--- config.mk ---
export PLATFORM = sky130hd
export DESIGN_NAME = mm_port_arbiter
export DESIGN_NICKNAME = d
export VERILOG_FILES = /design/src/rtl/mm_port_arbiter.sv
export SDC_FILE = /design/constraint.sdc
export NUM_CORES = 1
export LEC_CHECK = 0
export ABC_AREA = 1
export CORE_MARGIN = 2
export CORE_UTILIZATION = 49
export CTS_BUF_LIST = sky130_fd_sc_hd__clkbuf_8 sky130_fd_sc_hd__clkbuf_16
export DETAILED_ROUTE_END_ITERATION = 7
export GPL_ROUTABILITY_DRIVEN = 0
export PLACE_DENSITY_LB_ADDON = 0.1
export SYNTH_ARGS = -nofsm -noshare
export SYNTH_HDL_FRONTEND = slang
export SYNTH_SLANG_ARGS = --single-unit
--- constraint.sdc ---
create_clock -name CLK -period 2.56 [get_ports CLK]
set_input_delay 0.512 -clock CLK [delete_from_list [all_inputs] [get_ports CLK]]
set_output_delay 0.512 -clock CLK [all_outputs]
set_load 0.02 [all_outputs]
--- src/rtl/mm_port_arbiter.sv ---
// Arbitrates the single main-memory port between the I-cache refill path and the
// data-memory path. Uses round-robin on conflict, a fixed-latency sequencer and saturating stats.
module mm_port_arbiter #(
  parameter int MM_LATENCY = 4,
  parameter int CNT_W      = 20
) (
  input  logic             CLK,
  input  logic             RESET,
  input  logic             I_Req,
  input  logic [31:0]      I_Addr,
  output logic             I_Ready,
  output logic [63:0]      I_Data,
  input  logic             D_Req,
  input  logic             D_Write,
  input  logic [31:0]      D_Addr,
  input  logic [31:0]      D_WData,
  output logic             D_Ready,
  output logic [31:0]      D_RData,
  output logic             MM_Access,
  output logic             MM_Write,
  output logic [31:0]      MM_Addr,
  output logic [31:0]      MM_WData,
  output logic             MM_WSel,
  input  logic [63:0]      MM_RData,
  output logic [1:0]       Grant,
  output logic [CNT_W-1:0] CNT_I,
  output logic [CNT_W-1:0] CNT_D,
  output logic [CNT_W-1:0] CNT_CONFLICT
);

  localparam logic [1:0] S_IDLE   = 2'd0;
  localparam logic [1:0] S_I_BUSY = 2'd1;
  localparam logic [1:0] S_D_BUSY = 2'd2;
  localparam logic [1:0] S_RESP   = 2'd3;

  localparam logic [3:0] WAIT_INIT = 4'(MM_LATENCY - 1);

  logic [1:0]       state;
  logic             resp_i;
  logic             last_d;
  logic [3:0]       wait_cnt;
  logic [31:0]      addr_q;
  logic             write_q;
  logic [31:0]      wdata_q;
  logic             wsel_q;
  logic [63:0]      i_data_q;
  logic [31:0]      d_rdata_q;
  logic [CNT_W-1:0] cnt_i;
  logic [CNT_W-1:0] cnt_d;
  logic [CNT_W-1:0] cnt_c;
  logic             pick_i;
  logic             unused_addr_bits;

  assign unused_addr_bits = ^{I_Addr[2:0], D_Addr[1:0]};

  // On a tie the side that did not win last time gets the port.
  assign pick_i = I_Req & (~D_Req | last_d);

  function automatic logic [CNT_W-1:0] sat_inc(input logic [CNT_W-1:0] v);
    return (&v) ? v : v + CNT_W'(1);
  endfunction

  // NOTE: state registers use non-blocking assignments so every flop samples pre-edge values.
  always_ff @(posedge CLK or negedge RESET) begin
    if (!RESET) begin
      state     <= S_IDLE;
      resp_i    <= 1'b0;
      last_d    <= 1'b1;
      wait_cnt  <= '0;
      addr_q    <= '0;
      write_q   <= 1'b0;
      wdata_q   <= '0;
      wsel_q    <= 1'b0;
      i_data_q  <= '0;
      d_rdata_q <= '0;
      cnt_i     <= '0;
      cnt_d     <= '0;
      cnt_c     <= '0;
    end else begin
      case (state)
        S_IDLE: begin
          if (I_Req || D_Req) begin
            state    <= pick_i ? S_I_BUSY : S_D_BUSY;
            resp_i   <= pick_i;
            last_d   <= ~pick_i;
            wait_cnt <= WAIT_INIT;
            addr_q   <= {(pick_i ? I_Addr[31:3] : D_Addr[31:3]), 3'b000};
            write_q  <= D_Write;
            wdata_q  <= D_WData;
            wsel_q   <= D_Addr[2];
            if (pick_i) cnt_i <= sat_inc(cnt_i);
            else        cnt_d <= sat_inc(cnt_d);
            if (I_Req && D_Req) cnt_c <= sat_inc(cnt_c);
          end
        end
        S_I_BUSY, S_D_BUSY: begin
          if (wait_cnt == 4'd0) begin
            state <= S_RESP;
            if (state == S_I_BUSY) i_data_q <= MM_RData;
            else if (!write_q)     d_rdata_q <= wsel_q ? MM_RData[63:32] : MM_RData[31:0];
          end else begin
            wait_cnt <= wait_cnt - 4'd1;
          end
        end
        S_RESP:  state <= S_IDLE;
        default: state <= S_IDLE;
      endcase
    end
  end

  // Handshake outputs decode straight from state so an async reset drops them at once.
  assign MM_Access    = (state == S_I_BUSY) || (state == S_D_BUSY);
  assign MM_Write     = (state == S_D_BUSY) && write_q;
  assign Grant        = {state == S_D_BUSY, state == S_I_BUSY};
  assign I_Ready      = (state == S_RESP) && resp_i;
  assign D_Ready      = (state == S_RESP) && !resp_i;
  assign MM_Addr      = addr_q;
  assign MM_WData     = wdata_q;
  assign MM_WSel      = wsel_q;
  assign I_Data       = i_data_q;
  assign D_RData      = d_rdata_q;
  assign CNT_I        = cnt_i;
  assign CNT_D        = cnt_d;
  assign CNT_CONFLICT = cnt_c;

endmodule
* After elaboration in Yosys (flattened, before gate mapping)
Index checks and enable logic that the tools add are counted.
** Operators by class
- Reduce and logical (&&, ||, !) cells :: 22
- Bitwise logic cells :: 9
- Equality and inequality tests :: 6
- Multiplexer cells :: 9
- Add/subtract/negate cells :: 4
** Operator list (number)
- 20-bit by 1-bit adder with 20-bit output, second input constant :: 3
- 20-bit AND reduction :: 3
- 32-bit two-way mux :: 1
- 29-bit two-way mux :: 1
- 4-bit AND reduction :: 4
- 4-bit two-way mux :: 2
- 4-bit case mux with 2 select lines :: 1
- 1-bit inverter :: 7
- 2-bit two-way mux :: 3
- 2-bit != test, second input constant :: 3
- 2-bit case mux with 3 select lines :: 1
- 3-bit AND reduction :: 2
- 2-bit == test, second input constant :: 2
- 1-bit logical AND :: 4
- 4-bit zero test :: 1
- 2-bit AND reduction :: 2
- 4-bit by 1-bit subtractor with 4-bit output, second input constant :: 1
- 2-bit by 1-bit == test with 1-bit output, second input constant :: 1
- 2-bit zero test :: 1
- 1-bit logical OR :: 2
- 2-bit nonzero test :: 1
- 2-bit OR reduction :: 1
- 1-bit bitwise AND :: 1
- 1-bit zero test :: 1
- 1-bit bitwise OR :: 1
** Word-level totals
- Register bits after elaboration :: 227
- Logic and storage cells :: 63
- Input port bits :: 165
- Output and inout port bits :: 227

* Logic depth before layout (Yosys ltp)
- Depth in word-level cells :: 6
- Gate-level depth with buffers :: 10
- Gate-level depth less buffers :: 9

* Least setup slack after synthesis
Ideal clock, no wire load.
- Path kind :: reg2reg
- Start :: reg state[0]
- End :: reg d_rdata_q[11], in the netlist D_RData[11]
- Required time :: 2437 ps
- Clock period less this slack :: 1824 ps
- Arrival time :: 1701 ps
- Library setup time :: 123 ps
- Buffers on the path :: 1
- Cell stages (with the launch flop) :: 7
- Path slack :: 736 ps
- Cell sequence :: dfrtp_1 > inv_1 > ha_1 > nand2_2 > nor3_4 > buf_4 > a21oi_2
** Between the ends
- Cells in the longest elaborated chain, start to end :: 3
- Elaborated cells between the ends (all ways) :: 5
- Classes of those cells :: eq/ne (2); bitwise (1); reduce/logical (2)
** Ends and longest elaborated chain
- start: declaration :: line 38 : logic [1:0] state;
- start signal: assignment :: line 83 : state <= pick_i ? S_I_BUSY : S_D_BUSY;
- 2-bit by 1-bit == test with 1-bit output / 2-bit == test (equally long branches) :: line 80, 99
- 2-bit OR reduction / 1-bit inverter (equally long branches)
- 4-bit AND reduction (no source line) (*)
- end signal: assignment :: line 100 : else if (!write_q) d_rdata_q <= wsel_q ? MM_RData[63:32] : MM_RData[31:0];
- end: declaration :: line 47 : logic [31:0] d_rdata_q;
Every way passes the cells marked *; elsewhere a longest branch is shown, timed or not.
A chain may end at the register's enable or synchronous reset.

* Worst setup path after layout
- Start :: reg state[0]
- End :: out Grant[1]
** Between the ends
- Cells in the longest elaborated chain, start to end :: 1
** Ends and longest elaborated chain
- 2-bit == test :: line 114 : assign Grant = {state == S_D_BUSY, state == S_I_BUSY};
- end: declaration :: line 25 : output logic [1:0] Grant,
No other way between the ends.

==> impl_metrics.json <==
{
  "startpoint_type": "flop",
  "slowest_delay_ns": 0.63,
  "yosys_warnings": 0,
  "root_buffer": "clkbuf_16",
  "crit_type": "reg -> out",
  "crit_fanout": 4,
  "ioPinCount": 392,
  "synth_top_family_by_area": "simple AND/OR/NAND/NOR gates",
  "cts_buffer_depth": 3,
  "crit_chain": "inv_1, ha_2, clkdlybuf4s50_1",
  "grt_pass1_wl_um": 53500,
  "synthSimpleGateAreaFrac_pct": 28.9,
  "status": "complete, no violations",
  "synth_seq_cells": 227,
  "ys_async_sr_fraction_pct": 100,
  "synth-edff-count": 0,
  "drc": 0,
  "initial_core_util_pct": 50.1,
  "seqPwrFrac_pct": 32.7,
  "drv_cap": 0,
  "syn_avg_cell_area_um2": 8.12,
  "drtIter0Drc": 521,
  "dp_hpwl_um": 24200,
  "layout-drive-gt1-share_pct": 6.67,
  "grt_overflow": 0,
  "hold_viol_final": 0,
  "fin_crit_ns": 2.44,
  "sw_frac_of_total_pct": 39.4,
  "max_freq_ghz": 0.410,
  "row_count": 54,
  "antenna_found_initial": 0,
  "avgRoutedWirePerCell_um": 16.4,
  "antenna_left": 0,
  "internal-power_mw": 10.8,
  "finalCritPeriodShare_pct": 95.3,
  "power.leakage_nw": 7.00,
  "synthMuxAreaShare_pct": 1.19,
  "cts_sinks": 227,
  "first_pass_iters": 5,
  "cts_tree": "built",
  "grt-busiest-layer": "met2",
  "grt_max_degree": 65,
  "hold_path_class": "reg -> reg",
  "synth_cell_type_count": 34,
  "synth-adder-area-share_pct": 1.14,
  "skew_ns": 0.0148,
  "fill_cells": 1647,
  "cts_inserted_buffers": 25,
  "chipWidth_um": 154,
  "required_ns": 2.05,
  "cts_setup_buffers": 0,
  "vdd_drop_max_mv": 0.763,
  "die-height_um": 154,
  "area_growth_pct": 44.9,
  "clkPwrFrac_pct": 20.4,
  "tns_ns": 0,
  "port_buffers": 383,
  "htree_levels": 1,
  "switching_power_mw": 7.01,
  "combPwrFrac_pct": 46.9,
  "grt_use_met1_pct": 34.5,
  "cpMaxStageDelayCell": "clkdlybuf4s50_1",
  "final_util_pct": 72.6,
  "slew_viol_final": 0,
  "synth_compound_area_share_pct": 7.97,
  "max_slew_margin_pct": 57.1,
  "nNetsFinal": 1899,
  "gr-usage-met2_pct": 47.7,
  "vias": 10200,
  "syn_area_um2": 11000,
  "vias_per_cell": 5.05,
  "arrival_ns": 1.93,
  "grt_use_total_pct": 27.6,
  "hold_slack_ns": 0.479,
  "rsz0062_at_grt": "false",
  "worst_pin_slew_ns": 0.644,
  "core_um2": 21900,
  "clk_pin_slew_worst_paths_ns": 0.06,
  "yosysSeqAreaShare_pct": 51.8,
  "powerDensity_nw_per_um2": 1120,
  "clkLatencyLatePin_ns": 0.52,
  "cp-end-kind": "output pin",
  "met3_usage_pct": 6.31,
  "die_area_um2": 23600,
  "syn_inst": 1350,
  "synthXorXnorAreaFrac_pct": 3.36,
  "wirelength_um": 33100,
  "synth_ff_type": "dfrtp_1",
  "first_global_vias": 10200,
  "finalSetupViolations": 0
}
-- metal layers --
layer	part of all wire, %	wire length [um]	vias to the layer above
met5	0	0	-
met4	3.3	1100	0
met3	8.0	2630	69
met2	49	16100	404
met1	40	13200	4748
li1	-	-	4979
-- Yosys cell counts, types with 4 or more instances --
cell      instances  share of area, %
nand2_1         561                19
dfrtp_1         226                52
nor2_1          130               4.5
inv_1            66               2.3
o21ai_0          63               2.9
nand3_1          58               2.6
xnor2_1          35               2.8
a21oi_2          30               2.4
a21oi_1          24               1.1
clkbuf_1         21              0.72
buf_2            19              0.87
o21a_1           19               1.3
mux2i_1          13               1.2
buf_4            10              0.68
ha_1             10               1.1
buf_6             9              0.92
nand4_1           8              0.46
xor2_1            7              0.56
nand2_2           6              0.34
nor3_1            6              0.27
nor2_4            5              0.51
o21ai_1           5              0.23
nand3_2           4              0.37
-- sequential cells by signal (all words and copies together) (netlist names) --
signal	count
I_Data	64
D_RData	32
MM_WData	32
MM_Addr	29
CNT_CONFLICT	20
CNT_D	20
CNT_I	20
wait_cnt	4
state	2
MM_WSel	1
last_d	1
resp_i	1
write_q	1
-- final timing paths --
kind,startpoint,to,slack [ns],cells after the start
min reg2reg,MM_WData[17]$_DFFE_PN0P_,MM_WData[17]$_DFFE_PN0P_,0.48,2
max reg2reg,state[0]$_DFFE_PN0P_,D_RData[26]$_DFFE_PN0P_,0.53,8
min in group asynchronous,RESET,I_Data[6]$_DFFE_PN0P_,0.54,2
min,MM_WData[17]$_DFFE_PN0P_,MM_WData[17]$_DFFE_PN0P_,0.48,2
max,state[0]$_DFFE_PN0P_,Grant[1],0.12,3
max in group asynchronous,RESET,last_d$_DFFE_PN1P_,1.30,3
-- cell families (layout without fill, tap and decap cells) --
logic type                 count (synthesis)  in the layout
xor gates and xnor gates                  42             42
and+or+nand+nor                          786            786
adders and majority gates                 10             10
DFF                                      227            227
other                                      1              4
buffers and inverters                    129            517
muxes                                     13             13
AOI/OAI and AO/OA                        142            142
-- through the flow --
stage | total power, mW | worst slack (ns) | instances | cell area [um^2]
finish | 17.8 | 0.120 | 2021 | 15900
global route | 18.8 | 0.0487 | 2020 | 15900
CTS | 17.9 | 0.0390 | 2020 | 15900
detailed placement | 14.3 | 0.328 | 1976 | 15000
global placement | 14.0 | 0.369 | 1976 | 15000
floorplan | 10.3 | 0.736 | 1352 | 11000
-- cell usage in the layout (no fill, tap or decap), drive strengths merged --
master / Yosys / layout
xnor2: 35 / 35
or2: 2 / 2
nand3b: 2 / 2
nand2: 567 / 567
clkinv: 2 / 7
ha: 10 / 10
nor2: 136 / 136
dlymetal6s2s: 0 / 1
dfstp: 1 / 1
clkdlybuf4s50: 0 / 379
dlygate4sd3: 0 / 1
and2: 1 / 1
nand3: 62 / 62
buf: 38 / 21
xor2: 7 / 7
dfrtp: 226 / 226
conb: 1 / 3
mux2i: 13 / 13
clkbuf: 21 / 29
diode: 0 / 1
o21ai: 68 / 68
inv: 68 / 73
clkinvlp: 0 / 1
o21a: 19 / 19
a21oi: 54 / 54
nand4: 8 / 8
bufinv: 0 / 3
nor3: 8 / 8
dlygate4sd2: 0 / 2
o21bai: 1 / 1
-- power groups by stage --
stage | registers [mW] | clock network (mW) | logic [mW]
floorplan | 7.30 | 0 | 2.97
global placement | 5.79 | 0 | 8.24
detailed placement | 5.84 | 0 | 8.41
CTS | 5.81 | 3.69 | 8.44
global route | 5.98 | 3.85 | 9.00
finish | 5.80 | 3.62 | 8.34
-- critical path, delay by kind of cell (launching register included) --
family     cells  cell delay [ns]
flops          1             0.40
fa+ha+maj      1             0.25
buf+inv        2             0.76
-- area by class of cell --
cell class	instances	area, um^2	share of cell area (%)
diodes	1	2.50	0.0158
clock buffers	29	681	4.29
clock inverters	14	145	0.914
inverters	70	263	1.65
multi-input cells	996	4680	29.5
flip-flops and latches	227	5680	35.8
well taps	280	350	2.21
repair buffers	404	4070	25.6
-- what timing repair did --
action,in CTS,in global routing
endpoints found under the setup margin,1,1
endpoints found under the hold margin,59,0
hold buffers,1,0
resized for setup,3,1
No activity file was read; power rests on OpenSTA's default activity.
